$ cat config.mk
export PLATFORM = sky130hd
export DESIGN_NAME = bus_arbiter_flat
export DESIGN_NICKNAME = d
export VERILOG_FILES = /design/src/rtl/bus_arbiter_pkg.sv /design/src/rtl/bus_arbiter_if.sv /design/src/rtl/bus_arbiter_mux.sv /design/src/rtl/bus_arbiter.sv /design/src/flat_wrapper.sv
export SDC_FILE = /design/constraint.sdc
export NUM_CORES = 1
export LEC_CHECK = 0
export ABC_AREA = 1
export CORE_AREA = 2 2 116 118
export DETAILED_ROUTE_END_ITERATION = 10
export DIE_AREA = 0 0 118 120
export SYNTH_ARGS = -nofsm -noshare
export SYNTH_HDL_FRONTEND = slang
export SYNTH_SLANG_ARGS = --single-unit
$ cat constraint.sdc
create_clock -name clk -period 2.19 [get_ports clk]
set_input_delay 0.438 -clock clk [delete_from_list [all_inputs] [get_ports clk]]
set_output_delay 0.438 -clock clk [all_outputs]
set_load 0.02 [all_outputs]
$ cat src/rtl/bus_arbiter_pkg.sv
// Shared types and constants for the two-master bus arbiter.
// Holds the owner state encoding and the one-hot grant values decoded from it.
package bus_arbiter_pkg;

    typedef enum logic [1:0] {
        IDLE = 2'd0,
        OWN0 = 2'd1,
        OWN1 = 2'd2
    } state_t;

    localparam logic [1:0] GRANT_NONE = 2'b00;
    localparam logic [1:0] GRANT_M0   = 2'b01;
    localparam logic [1:0] GRANT_M1   = 2'b10;

    // One-hot {m1,m0} owner view of a state; anything unexpected reads as idle.
    function automatic logic [1:0] grant_of(state_t s);
        case (s)
            OWN0:    return GRANT_M0;
            OWN1:    return GRANT_M1;
            default: return GRANT_NONE;
        endcase
    endfunction

endpackage

$ cat src/rtl/bus_arbiter_if.sv
// One request/response bus port: a requester drives valid/write_enable/address/write_data,
// a responder returns read_data/ready. Used for both master ports and the slave port.
interface bus_arbiter_if #(
    parameter int ADDR_WIDTH = 32,
    parameter int DATA_WIDTH = 32
);

    logic                  valid;
    logic                  write_enable;
    logic [ADDR_WIDTH-1:0] address;
    logic [DATA_WIDTH-1:0] write_data;
    logic [DATA_WIDTH-1:0] read_data;
    logic                  ready;

    modport master (
        output valid,
        output write_enable,
        output address,
        output write_data,
        input  read_data,
        input  ready
    );

    modport slave (
        input  valid,
        input  write_enable,
        input  address,
        input  write_data,
        output read_data,
        output ready
    );

endinterface

$ cat src/rtl/bus_arbiter_mux.sv
// Combinational routing between the two master ports and the single slave port.
// The owner selected by grant sees the slave; the non-owner sees ready=0 and read data 0.
module bus_arbiter_mux
    import bus_arbiter_pkg::*;
#(
    parameter int ADDR_WIDTH = 32,
    parameter int DATA_WIDTH = 32
) (
    input  logic [1:0]    grant,
    bus_arbiter_if.slave  m0,
    bus_arbiter_if.slave  m1,
    bus_arbiter_if.master slv
);

    // Forward the owner's request to the slave and return the response only to the owner.
    always_comb begin
        slv.valid        = 1'b0;
        slv.write_enable = 1'b0;
        slv.address      = {ADDR_WIDTH{1'b0}};
        slv.write_data   = {DATA_WIDTH{1'b0}};
        m0.read_data     = {DATA_WIDTH{1'b0}};
        m0.ready         = 1'b0;
        m1.read_data     = {DATA_WIDTH{1'b0}};
        m1.ready         = 1'b0;
        case (grant)
            GRANT_M0: begin
                slv.valid        = m0.valid;
                slv.write_enable = m0.write_enable;
                slv.address      = m0.address;
                slv.write_data   = m0.write_data;
                m0.read_data     = slv.read_data;
                m0.ready         = slv.ready & m0.valid;
            end
            GRANT_M1: begin
                slv.valid        = m1.valid;
                slv.write_enable = m1.write_enable;
                slv.address      = m1.address;
                slv.write_data   = m1.write_data;
                m1.read_data     = slv.read_data;
                m1.ready         = slv.ready & m1.valid;
            end
            default: begin
                slv.valid = 1'b0;
            end
        endcase
    end

endmodule

$ cat src/rtl/bus_arbiter.sv
// Two-master arbiter for the shared memory/IO bus. Master 0 is the CPU port,
// master 1 the auxiliary requester (DMA / debug loader). Ownership is registered,
// a started beat is never interrupted, and a waiting master takes over after
// MAX_BURST completed beats of the current owner.
// Optional feature macro: ARB_ROUND_ROBIN_EN -- when defined, simultaneous requests
// from idle alternate between masters; otherwise master 0 wins every tie.
module bus_arbiter
    import bus_arbiter_pkg::*;
#(
    parameter int ADDR_WIDTH = 32,
    parameter int DATA_WIDTH = 32,
    parameter int MAX_BURST  = 8
) (
    input  logic          clk,
    input  logic          reset,
    bus_arbiter_if.slave  m0,
    bus_arbiter_if.slave  m1,
    bus_arbiter_if.master slv,
    output logic [1:0]    grant
);

    localparam int BEAT_WIDTH = $clog2(MAX_BURST + 1);
    // Value held while the MAX_BURST-th beat is on the bus; completing it ends the burst window.
    localparam logic [BEAT_WIDTH-1:0] LAST_BEAT = BEAT_WIDTH'(MAX_BURST - 1);

    state_t                state;
    state_t                next_state;
    state_t                other_state;
    state_t                tie_winner;
    logic [BEAT_WIDTH-1:0] beat_count;
    logic [BEAT_WIDTH-1:0] next_beat_count;
    logic                  owner_valid;
    logic                  other_valid;
    logic                  beat_done;
    logic                  beat_stalled;

    assign beat_done    = slv.valid & slv.ready;
    assign beat_stalled = slv.valid & ~slv.ready;

`ifdef ARB_ROUND_ROBIN_EN
    logic rr_last;

    // Remember which master was granted most recently so the next idle tie goes to the other one.
    always_ff @(posedge clk or posedge reset) begin
        if (reset) begin
            rr_last <= 1'b1;
        end else if (next_state == OWN1) begin
            rr_last <= 1'b1;
        end else if (next_state == OWN0) begin
            rr_last <= 1'b0;
        end
    end

    assign tie_winner = rr_last ? OWN0 : OWN1;
`else
    assign tie_winner = OWN0;
`endif

    // Owner state and beat counter; reset drops ownership at once, which also drops slave valid.
    always_ff @(posedge clk or posedge reset) begin
        if (reset) begin
            state      <= IDLE;
            beat_count <= '0;
        end else begin
            state      <= next_state;
            beat_count <= next_beat_count;
        end
    end

    // Decide the next owner: hold through stalled beats, release on dropped valid, rotate at burst limit.
    always_comb begin
        next_state      = state;
        next_beat_count = beat_count;
        owner_valid     = 1'b0;
        other_valid     = 1'b0;
        other_state     = IDLE;
        case (state)
            OWN0: begin
                owner_valid = m0.valid;
                other_valid = m1.valid;
                other_state = OWN1;
            end
            OWN1: begin
                owner_valid = m1.valid;
                other_valid = m0.valid;
                other_state = OWN0;
            end
            default: begin
                owner_valid = 1'b0;
            end
        endcase

        case (state)
            IDLE: begin
                next_beat_count = '0;
                if (m0.valid && m1.valid) begin
                    next_state = tie_winner;
                end else if (m0.valid) begin
                    next_state = OWN0;
                end else if (m1.valid) begin
                    next_state = OWN1;
                end
            end
            OWN0, OWN1: begin
                if (!beat_stalled) begin
                    if (!owner_valid) begin
                        next_state      = other_valid ? other_state : IDLE;
                        next_beat_count = '0;
                    end else if (beat_done) begin
                        if (beat_count == LAST_BEAT) begin
                            next_beat_count = '0;
                            if (other_valid) begin
                                next_state = other_state;
                            end
                        end else begin
                            next_beat_count = beat_count + 1'b1;
                        end
                    end
                end
            end
            default: begin
                next_state      = IDLE;
                next_beat_count = '0;
            end
        endcase
    end

    // Grant is a pure decode of the registered owner state.
    always_comb begin
        grant = grant_of(state);
    end

    bus_arbiter_mux #(
        .ADDR_WIDTH(ADDR_WIDTH),
        .DATA_WIDTH(DATA_WIDTH)
    ) u_mux (
        .grant(grant),
        .m0   (m0),
        .m1   (m1),
        .slv  (slv)
    );

endmodule
$ cat src/flat_wrapper.sv
// flat-port wrapper written by rule: the top's interface ports become plain ports
module bus_arbiter_flat import bus_arbiter_pkg::*;
#(
    parameter int ADDR_WIDTH = 32,
    parameter int DATA_WIDTH = 32,
    parameter int MAX_BURST  = 8
)
  (clk, reset, grant, m0_valid, m0_write_enable, m0_address, m0_write_data, m0_read_data, m0_ready, m1_valid, m1_write_enable, m1_address, m1_write_data, m1_read_data, m1_ready, slv_valid, slv_write_enable, slv_address, slv_write_data, slv_read_data, slv_ready);
  bus_arbiter_if #(.ADDR_WIDTH(ADDR_WIDTH), .DATA_WIDTH(DATA_WIDTH)) m0_i ();
  bus_arbiter_if #(.ADDR_WIDTH(ADDR_WIDTH), .DATA_WIDTH(DATA_WIDTH)) m1_i ();
  bus_arbiter_if #(.ADDR_WIDTH(ADDR_WIDTH), .DATA_WIDTH(DATA_WIDTH)) slv_i ();
  input  logic clk;
  input  logic reset;
  output logic [1:0] grant;
  input wire logic [$bits(m0_i.valid)-1:0] m0_valid;
  input wire logic [$bits(m0_i.write_enable)-1:0] m0_write_enable;
  input wire logic [$bits(m0_i.address)-1:0] m0_address;
  input wire logic [$bits(m0_i.write_data)-1:0] m0_write_data;
  output wire logic [$bits(m0_i.read_data)-1:0] m0_read_data;
  output wire logic [$bits(m0_i.ready)-1:0] m0_ready;
  input wire logic [$bits(m1_i.valid)-1:0] m1_valid;
  input wire logic [$bits(m1_i.write_enable)-1:0] m1_write_enable;
  input wire logic [$bits(m1_i.address)-1:0] m1_address;
  input wire logic [$bits(m1_i.write_data)-1:0] m1_write_data;
  output wire logic [$bits(m1_i.read_data)-1:0] m1_read_data;
  output wire logic [$bits(m1_i.ready)-1:0] m1_ready;
  output wire logic [$bits(slv_i.valid)-1:0] slv_valid;
  output wire logic [$bits(slv_i.write_enable)-1:0] slv_write_enable;
  output wire logic [$bits(slv_i.address)-1:0] slv_address;
  output wire logic [$bits(slv_i.write_data)-1:0] slv_write_data;
  input wire logic [$bits(slv_i.read_data)-1:0] slv_read_data;
  input wire logic [$bits(slv_i.ready)-1:0] slv_ready;
  assign m0_i.valid = m0_valid;
  assign m0_i.write_enable = m0_write_enable;
  assign m0_i.address = m0_address;
  assign m0_i.write_data = m0_write_data;
  assign m0_read_data = m0_i.read_data;
  assign m0_ready = m0_i.ready;
  assign m1_i.valid = m1_valid;
  assign m1_i.write_enable = m1_write_enable;
  assign m1_i.address = m1_address;
  assign m1_i.write_data = m1_write_data;
  assign m1_read_data = m1_i.read_data;
  assign m1_ready = m1_i.ready;
  assign slv_valid = slv_i.valid;
  assign slv_write_enable = slv_i.write_enable;
  assign slv_address = slv_i.address;
  assign slv_write_data = slv_i.write_data;
  assign slv_i.read_data = slv_read_data;
  assign slv_i.ready = slv_ready;
  bus_arbiter #(.ADDR_WIDTH(ADDR_WIDTH), .DATA_WIDTH(DATA_WIDTH), .MAX_BURST(MAX_BURST)) u_core (.clk(clk), .reset(reset), .m0(m0_i), .m1(m1_i), .slv(slv_i), .grant(grant));
endmodule
Yosys cells after proc, flatten, opt, wreduce, memory -nomap -nowiden --
Index checks and enable logic that the tools add are counted. W data, S select, Z words.
Operators by class: add/sub/neg operators 1, eq/ne operators 10, multiplexer cells 27, bitwise gates (word level) 5, reduce and logical (&&, ||, !) cells 5
Operator list (number):
- $pmux W32 S2 | 2
- $mux W32 | 2
- $mux W4 | 5
- $mux W2 | 9
- $pmux W2 S2 | 3
- $ne A3 B3 Y1 const B | 3
- $pmux W1 S2 | 4
- $reduce_and A5 Y1 | 1
- $add A4 B1 Y4 const B | 1
- $and A1 B1 Y1 | 4
- $eq A2 B1 Y1 const B | 2
- $eq A2 B2 Y1 const B | 2
- $eq A4 B3 Y1 const B | 1
- $ne A4 B3 Y1 const B | 1
- $logic_not A2 Y1 | 1
- $mux W1 | 2
- $ne A2 B2 Y1 const B | 1
- $reduce_and A2 Y1 | 1
- $reduce_or A2 Y1 | 1
- $logic_and A1 B1 Y1 | 1
- $not A1 Y1 | 1
Word-level totals: register bits after elaboration 6, output and inout bits 134, logic and storage cells 50

Depth between registers and ports, before layout --
Gate-level depths: netlist (run 1).
word-level depth 9, mapped depth 12

Modules after synthesis --
A second synthesis (run 1) with hierarchy kept.
Second synthesis, totals: cell total of the unflattened synthesis 435, area total of the unflattened synthesis 2137.0 µm²
By module, submodules not included:
- bus_arbiter_mux | times used 1, cells an instance 363, area each 1617.8 µm²
- bus_arbiter | times used 1, cells an instance 72, area each 519.2 µm²

Worst setup path before layout (run 1) --
OpenSTA, ideal clock, no wires.
path type flip-flop to output port, from register u_core.state[1], to output port slv_write_data[10], data arrival time 1.636 ns, path slack 0.116 ns, stages on the path, launching flop included 7, cell sequence dfrtp_1 -> inv_1 -> ha_1 -> buf_6 -> clkbuf_1 -> nand2_1 -> a21oi_1
Between the ends: longest elaborated chain between the ends 4, elaborated cells between the ends (all ways) 6, classes of those cells eq/ne (4); mux (2)
RTL lines:
- start: declaration | line bus_arbiter.sv:26 | state_t state;
- start signal: assignment | line bus_arbiter.sv:65 | state <= next_state;
- $eq A2 B2 Y1 or $eq A2 B1 Y1 (tied branches) | line bus_arbiter_pkg.sv:17 | case (s)
- $pmux W2 S2 (*) | line bus_arbiter_pkg.sv:17
- net grant[0] | line flat_wrapper.sv:14 | output logic [1:0] grant;
- $eq A2 B2 Y1 or $eq A2 B1 Y1 (tied branches) | line bus_arbiter_mux.sv:25 | case (grant)
- $pmux W32 S2 (*) | line bus_arbiter_mux.sv:25
- end: declaration | line flat_wrapper.sv:30 | output wire logic [$bits(slv_i.write_data)-1:0] slv_write_data;
The timed path passes the listed nets; every way through them passes the cells marked *.

Worst setup path after layout (run 1) --
from register u_core.state[1], to output port m0_ready
Between the ends: longest elaborated chain between the ends 4, elaborated cells between the ends (all ways) 5, classes of those cells eq/ne (3); mux (2)
RTL lines:
- $eq A2 B2 Y1 or $eq A2 B1 Y1 (tied branches) | line bus_arbiter_pkg.sv:17
- $pmux W2 S2 (*) | line bus_arbiter_pkg.sv:17
- $eq A2 B1 Y1 (*) | line bus_arbiter_mux.sv:25
- $mux W1 (*) | line bus_arbiter_mux.sv:25
- end: declaration | line flat_wrapper.sv:20 | output wire logic [$bits(m0_i.ready)-1:0] m0_ready;
Mark *: on every way between the ends. The rest lies on a longest branch, timed or not.

==> results.py, run 1 <==
metrics = {
    "final_layout": {
        "drive_gt1_share_pct": 20.5,
        "layout.nets": 895,
        "regArea_sq_um": 150,
        "fin_cells": 897,
        "n_antenna_cell": 0,
        "multi_input_area_sq_um": 1390,
        "area_delta_synth_final_pct": 162,
        "n_fill_cell": 1432,
        "design_area_sq_um": 5030,
    },
    "yosys": {
        "synth-simple-area-share_pct": 47.1,
        "synth_xor_area_share_pct": 0.457,
        "avgSynthCellArea_sq_um": 4.61,
        "ys_seq_area_share_pct": 7.83,
        "syn_nets": 588,
        "yosysWarnings": 0,
        "synth_top_family_by_area": "simple AND/OR/NAND/NOR gates",
        "synth-compound-area-share_pct": 19.0,
        "yosys.cell_types.count": 19,
        "synth.cell_area_sq_um": 1920,
        "synth.area.mux_share_pct": 0,
        "synth_adder_area_share_pct": 3.26,
        "synthCells": 416,
        "ys_seq_elements": 6,
    },
    "pwr": {
        "seq_power_share_pct": 3.2,
        "leakage_nw": 2.79,
        "total_power_w": 0.00462,
        "p_int_w": 0.00204,
        "worst_ir_drop_vdd_uv": 832,
        "clkPwrFrac_pct": 6.5,
        "power_frac_comb_pct": 90.4,
        "powerDensity_nw_per_um2": 918,
        "power.switching_w": 0.00258,
        "swShare_pct": 55.9,
    },
    "drt": {
        "drtIter0Drc": 103,
        "vias": 3605,
        "drc_errors": 0,
        "routed_wl_mm": 11.6,
        "wire_per_inst_um": 12.9,
        "ant_nets": 0,
        "dr.pass1.iters": 4,
        "via_per_inst": 4.02,
    },
    "run_status": {
        "status": "finished, final reports clean",
    },
    "sta": {
        "finalHoldViolCount": 0,
        "slew_viol_final": 0,
        "fin_setup_tns_ns": 0,
        "clock_skew_ns": 0.00225,
        "worst_slew_pin_slew_ns": 0.237,
        "slew_headroom_pct": 84.2,
        "period_share_pct": 96.0,
        "period_minus_slack_ns": 2.10,
        "clock.fmax_mhz": 475,
        "report.final.setup_viol": 0,
    },
    "floorplanning": {
        "coreArea_sq_um": 13000,
        "num_io_pins": 301,
        "die_y_um": 120,
        "die_area_sq_um": 14200,
        "start_util_pct": 14.8,
        "die_width_um": 118,
        "row_count": 42,
    },
    "cts": {
        "htreeDepth": 1,
        "cts.sinks": 6,
        "cts_tree": "built",
        "clock_tree.buffer_depth": 2,
        "clock_latency_ns": 0.23,
        "clk_pin_slew_worst_paths_ns": 0.03,
        "cts_inserted_buffers": 3,
        "cts_root_buf": "clkbuf_16",
    },
    "global_route": {
        "antenna_found_initial": 0,
        "grt_util_met3_pct": 3.99,
        "grtUsageMet2_pct": 29.4,
        "busiest_layer": "met2",
        "met1_usage_pct": 17.2,
        "grt_pass1_wl_mm": 17.8,
        "grt-ovfl-total": 0,
        "first_global_vias": 3611,
        "grt_max_degree": 37,
        "grt_usage_pct": 15.4,
    },
    "worst_setup_path": {
        "worstPathArrival_ns": 1.67,
        "crit_type": "register to output pin",
        "critPathRequiredTime_ns": 1.75,
        "rr_endpoint": "u_core.state[0]$_DFFE_PP0P_",
        "rr_worst_depth": 14,
        "rrSetupSlack_ns": 0.40,
        "crit_path_max_incr_delay_ns": 0.40,
        "slowest_stage": "dfrtp_1",
        "critPathLaunch": "u_core.state[1]$_DFFE_PP0P_",
        "end_kind": "output pin",
        "cp_max_fo": 9,
        "crit_buf_inv": 3,
        "cp-start-kind": "register",
        "r2r-start": "u_core.state[1]$_DFFE_PP0P_",
        "cp_cell_sequence": "inv_2 > ha_4 > buf_4 > nand2_4 > nor2_1 > dlygate4sd2_1",
        "critPathTopFamily": "buffers and inverters",
    },
    "placed_design": {
        "io_buffers": 300,
        "place.gp.congestion": 0.866,
        "post_dp_cell_area_sq_um": 5330,
        "placed_cells": 888,
        "dp_hpwl_mm": 9.30,
    },
    "hold_path": {
        "hold_path.class": "input pin to async pin",
    },
    "run": {
        "maxCapViolCount": 0,
    },
}
## power by group through the flow
| stage | Clock, W | Combinational (W) | Sequential (W) |
|---|---|---|---|
| floorplan | 0 | 0.00222 | 0.000146 |
| global placement | 0 | 0.00452 | 0.000143 |
| detailed placement | 0 | 0.00454 | 0.000144 |
| CTS | 0.000304 | 0.00428 | 0.000143 |
| global route | 0.000311 | 0.00453 | 0.000150 |
| finish | 0.000299 | 0.00418 | 0.000146 |
## worst max-delay path by stage
stage | endpoint | slack (ns) | cells past startpoint
4_1_cts | slv_write_data[20] | -0.08 | 6
6_report | m0_ready | 0.09 | 6
3_5_place_dp | slv_valid | -0.13 | 6
2_1_floorplan | slv_write_data[10] | 0.12 | 6
5_1_grt | slv_address[12] | -0.0009 | 6
3_3_place_gp | slv_address[12] | -0.13 | 4
## cell families after synthesis
logic type / after synthesis
compound gates: 72
xor+xnor: 1
fa+ha+maj: 5
buf+inv: 104
flops: 6
simple gates: 228
## per-layer routing
layer | vias up | routed length (um) | share of wire, %
met5 | - | 0 | 0
met4 | 0 | 144 | 1.2
met3 | 14 | 972 | 8.4
met2 | 186 | 6040 | 52
met1 | 1564 | 4430 | 38
li1 | 1841 | - | -
## placed cells by master, fill, tap and decap left out
cell               n
nand3_1            5
clkbuf_2          69
inv_1             71
nand2_4            4
nand2_1          209
buf_2             11
dlymetal6s2s_1     1
ha_4               2
buf_8              1
clkdlybuf4s50_1  166
a21oi_4            1
xor2_1             1
a21oi_2            4
clkdlybuf4s15_2    1
buf_4             33
dfrtp_1            6
buf_12            11
a21oi_1           63
dlygate4sd2_1     36
inv_2              4
ha_1               3
o21ai_1            2
nor2_1             6
nand2_2            2
clkbuf_16          3
nor2_2             1
nand3b_1           1
clkdlybuf4s15_1    1
o21ai_0            2
buf_16             1
## synthesized netlist by cell type (all sizes together)
cell / n / share of area [%]
dfrtp: 6 / 7.8
nand3b: 1 / 0.39
o21ai: 4 / 1.0
a21oi: 68 / 18
buf: 21 / 6.1
inv: 75 / 15
clkbuf: 8 / 1.6
nor2: 7 / 1.5
ha: 5 / 3.3
nand2: 215 / 44
nand3: 5 / 1.3
xor2: 1 / 0.46
## flip-flops by register name, indices dropped and copies added, names as in the netlist
| name | count |
|---|---|
| u_core.beat_count | 4 |
| u_core.state | 2 |
## worst reg2reg max path: stages (launching register included)
cell     delay, ns
dfrtp_1       0.40
buf_4         0.15
ha_4          0.19
buf_4         0.15
buf_4         0.15
nand2_4       0.07
nand2_4       0.05
nand2_4       0.06
inv_2         0.03
buf_4         0.13
nand2_1       0.07
nand2_2       0.07
nor2_2        0.09
nand2_1       0.06
nand2_1       0.05
## per-stage QoR
step                      setup WS, ns  utilization, %  hold WS, ns
after floorplan                  0.116               -        0.229
after global placement          -0.132            41.1        0.486
after detailed placement        -0.125            41.1        0.495
after CTS                      -0.0767            40.8        0.447
after global routing         -0.000872            38.8        0.468
final                           0.0867            38.8        0.437
## area by class of cell
class / count / share of cell area [%]
clock buffers: 3 / 1.49
inverters: 75 / 5.59
multi-input cells: 306 / 27.5
flip-flops and latches: 6 / 2.98
well taps: 176 / 4.37
repair buffers: 331 / 58.0
## what timing repair did
action                                 CTS  global route
setup endpoints to repair              131            95
resized for setup                      202           156
gates cloned                             1             0
hold buffers                             0             0
pin swaps                                1             5
setup buffers                            3             2
endpoints found under the hold margin    0             0
(Power assumes the default switching activity.)
==> run 2: changes to the inputs <==
- ABC_AREA: 1 -> default
- CORE_AREA: 2 2 116 118 -> 2 2 117 119
- DIE_AREA: 0 0 118 120 -> 0 0 119 121
- SLEW_MARGIN: default -> 15
==> run 2 against run 1 <==
Final area shrank 8.7%. Clock skew shrank 0.00063 ns. Fmax shrank 2.4%. Register-to-register slack lost 0.08 ns. Critical path type unchanged. Non-clock buffer count shrank 5.
==> results.py, run 2 <==
metrics = {
    "run_status": {
        "status": "finished, final reports clean",
    },
    "yosys": {
        "synth-main-ff-cell": "dfrtp_1",
        "ys_seq_area_share_pct": 9.90,
        "synth_edf_count": 0,
        "synth_top_area_share_pct": 38.1,
        "synth-compound-area-share_pct": 41.2,
        "synth_top_family_by_area": "compound AO/OA/AOI/OAI gates",
        "synth_largest_area_cell": "a22o_1",
        "synth_xor_area_share_pct": 1.16,
        "synth.area.mux_share_pct": 2.15,
        "async_flop_share_pct": 100,
        "synth.cell_area_sq_um": 1520,
        "synthCells": 198,
        "ys_seq_elements": 6,
        "yosysWarnings": 0,
        "avgSynthCellArea_sq_um": 7.66,
        "synth_adder_area_share_pct": 4.13,
        "synth_top_cells_by_count": "a22o_1, and2_1, buf_2",
        "synth-simple-area-share_pct": 33.7,
        "yosys.cell_types.count": 25,
        "syn_nets": 370,
        "synthTopCellsByArea": "a22o_1, and2_1, dfrtp_1",
    },
    "sta": {
        "worst_slew_pin_slew_ns": 0.227,
        "rsz0062_at_grt": "true",
        "period_minus_slack_ns": 2.16,
        "period_share_pct": 98.4,
        "clock_skew_ns": 0.00163,
        "report.final.setup_viol": 0,
        "finalHoldViolCount": 0,
        "clock.fmax_mhz": 464,
        "slew_viol_final": 0,
        "slew_headroom_pct": 84.8,
    },
    "drt": {
        "vias": 2845,
        "via_per_inst": 4.18,
        "dr.pass1.iters": 4,
        "drc_errors": 0,
        "drtIter0Drc": 84,
        "routed_wl_mm": 11.9,
        "ant_nets": 0,
        "wire_per_inst_um": 17.5,
    },
    "final_layout": {
        "final_common_cell": "clkdlybuf4s50_1",
        "area_delta_synth_final_pct": 203,
        "regMostFlops": "u_core.beat_count",
        "fin_cells": 681,
        "layout.nets": 679,
        "drive_gt1_share_pct": 31.9,
        "largest_reg_flops": 4,
        "top_regs": "u_core.beat_count x4, u_core.state x2",
        "mostFrequentLayoutCells": "clkdlybuf4s50_1, a22o_1, and2_1",
        "n_antenna_cell": 0,
    },
    "floorplanning": {
        "die_area_sq_um": 14400,
        "coreArea_sq_um": 13100,
        "die_width_um": 119,
        "die_y_um": 121,
        "start_util_pct": 11.6,
        "row_count": 42,
        "num_io_pins": 301,
    },
    "worst_setup_path": {
        "slowest_stage": "dfrtp_1",
        "critPathRequiredTime_ns": 1.75,
        "crit_path_max_incr_delay_ns": 0.37,
        "cp-start-kind": "register",
        "cp_cell_sequence": "buf_4 > ha_2 > and2_4 > buf_12 > a22o_4 > buf_4",
        "crit_type": "register to output pin",
        "end_kind": "output pin",
        "worstPathArrival_ns": 1.72,
        "cp_max_fo": 9,
        "critical_path.most_common_cell": "buf_4",
    },
    "global_route": {
        "antenna_found_initial": 2,
        "first_global_vias": 2821,
        "grt-ovfl-total": 0,
        "grt_usage_pct": 14.1,
        "grt_pass1_wl_mm": 16.0,
        "grt_max_degree": 36,
    },
    "hold_path": {
        "hold_path.class": "input pin to async pin",
    },
    "cts": {
        "cts_tree": "built",
        "cts_inserted_buffers": 3,
        "hold_buffers": 0,
        "clk_pin_slew_worst_paths_ns": 0.03,
        "clock_latency_ns": 0.22,
        "cts_root_buf": "clkbuf_16",
        "clock_tree.buffer_depth": 2,
        "cts.sinks": 6,
        "htreeDepth": 1,
    },
    "placed_design": {
        "place.gp.congestion": 0.881,
        "io_buffers": 300,
        "placed_cells": 667,
        "dp_hpwl_mm": 9.24,
    },
    "pwr": {
        "worst_ir_drop_vdd_uv": 320,
        "powerDensity_nw_per_um2": 935,
        "total_power_w": 0.00430,
        "leakage_nw": 2.18,
    },
    "run": {
        "maxCapViolCount": 0,
    },
}
[run 2: cell types whose count changed after synthesis, sizes merged, moves of 2 or more]
cell / delta
nor2: -4
inv: -71
buf: -7
mux2: +2
and4bb: +2
nand2: -211
and3: +2
and2: +66
a22o: +66
nand3: -4
a21oi: -65
[run 2: final cells by class]
class	count	area, sq um
clock buffers	3	75.1
flip-flops and latches	6	150
inverters	4	15.0
repair buffers	326	2840
well taps	176	220
multi-input cells	166	1300
fillers	1348	8490
[run 2: worst paths after layout]
kind	startpoint	endpoint	slack [ns]	cells after the start
hold / removal	reset	u_core.state[1]$_DFFE_PP0P_	0.43	2
hold reg to reg	u_core.beat_count[3]$_DFFE_PP0P_	u_core.beat_count[3]$_DFFE_PP0P_	0.54	2
setup / recovery	u_core.state[1]$_DFFE_PP0P_	slv_address[11]	0.03	6
max in group asynchronous	reset	u_core.beat_count[2]$_DFFE_PP0P_	1.57	2
setup reg to reg	u_core.state[0]$_DFFE_PP0P_	u_core.state[1]$_DFFE_PP0P_	0.32	8
min in group clk	u_core.beat_count[3]$_DFFE_PP0P_	u_core.beat_count[3]$_DFFE_PP0P_	0.54	2
[run 2: repair_timing]
action                     in CTS  in global routing
buffers inserted                0                  3
cloned                          0                  8
pin swaps                       1                  6
resized for setup             333                156
setup endpoints to repair     134                125
[run 2: per-layer routing]
metal,GRT usage [%],up-vias,routed length (um)
met1,16.2,1301,4500
met4,0.818,4,36
met5,0,-,27
li1,-,1354,-
met2,25.8,180,5990
met3,5.36,6,1340
[run 2: metrics by stage]
| step | TNS (ns) | cell area (sq um) | util, % | setup WS (ns) | hold slack, ns |
|---|---|---|---|---|---|
| finish | 0 | 4600 | 35.1 | 0.0345 | 0.434 |
| global route | -0.0123 | 4600 | 35.1 | -0.00669 | 0.492 |
| CTS | -0.00710 | 4500 | 34.4 | -0.00710 | 0.447 |
| detailed placement | -10.01 | 4830 | 36.9 | -0.208 | 0.531 |
| global placement | -8.60 | 4830 | 36.9 | -0.181 | 0.512 |
| floorplan | 0 | 1520 | - | 0.0468 | 0.229 |
[run 2: report_power, final]
| part | switching (W) | internal (W) |
|---|---|---|
| Clock | 0.0000563 | 0.000234 |
| Combinational | 0.00207 | 0.00179 |
| Sequential | 0.0000142 | 0.000132 |
[run 2: critical path, delay by kind of cell (launching register included)]
family	cells	cell delay (ns)
compound gates	1	0.26
fa+ha+maj	1	0.19
simple gates	1	0.21
flops	1	0.37
buf+inv	3	0.46
[run 2: cell families after synthesis]
logic type,after synthesis
and+or+nand+nor,82
AOI/OAI and AO/OA,73
buffers and inverters,27
DFF,6
adders and majority gates,5
muxes,3
xor gates and xnor gates,2
==> run 3: changes to the inputs <==
- CTS_CLUSTER_SIZE: default -> 24
==> results of run 3 <==
No change in the layout: final DEF, timing and power equal those of run 2.
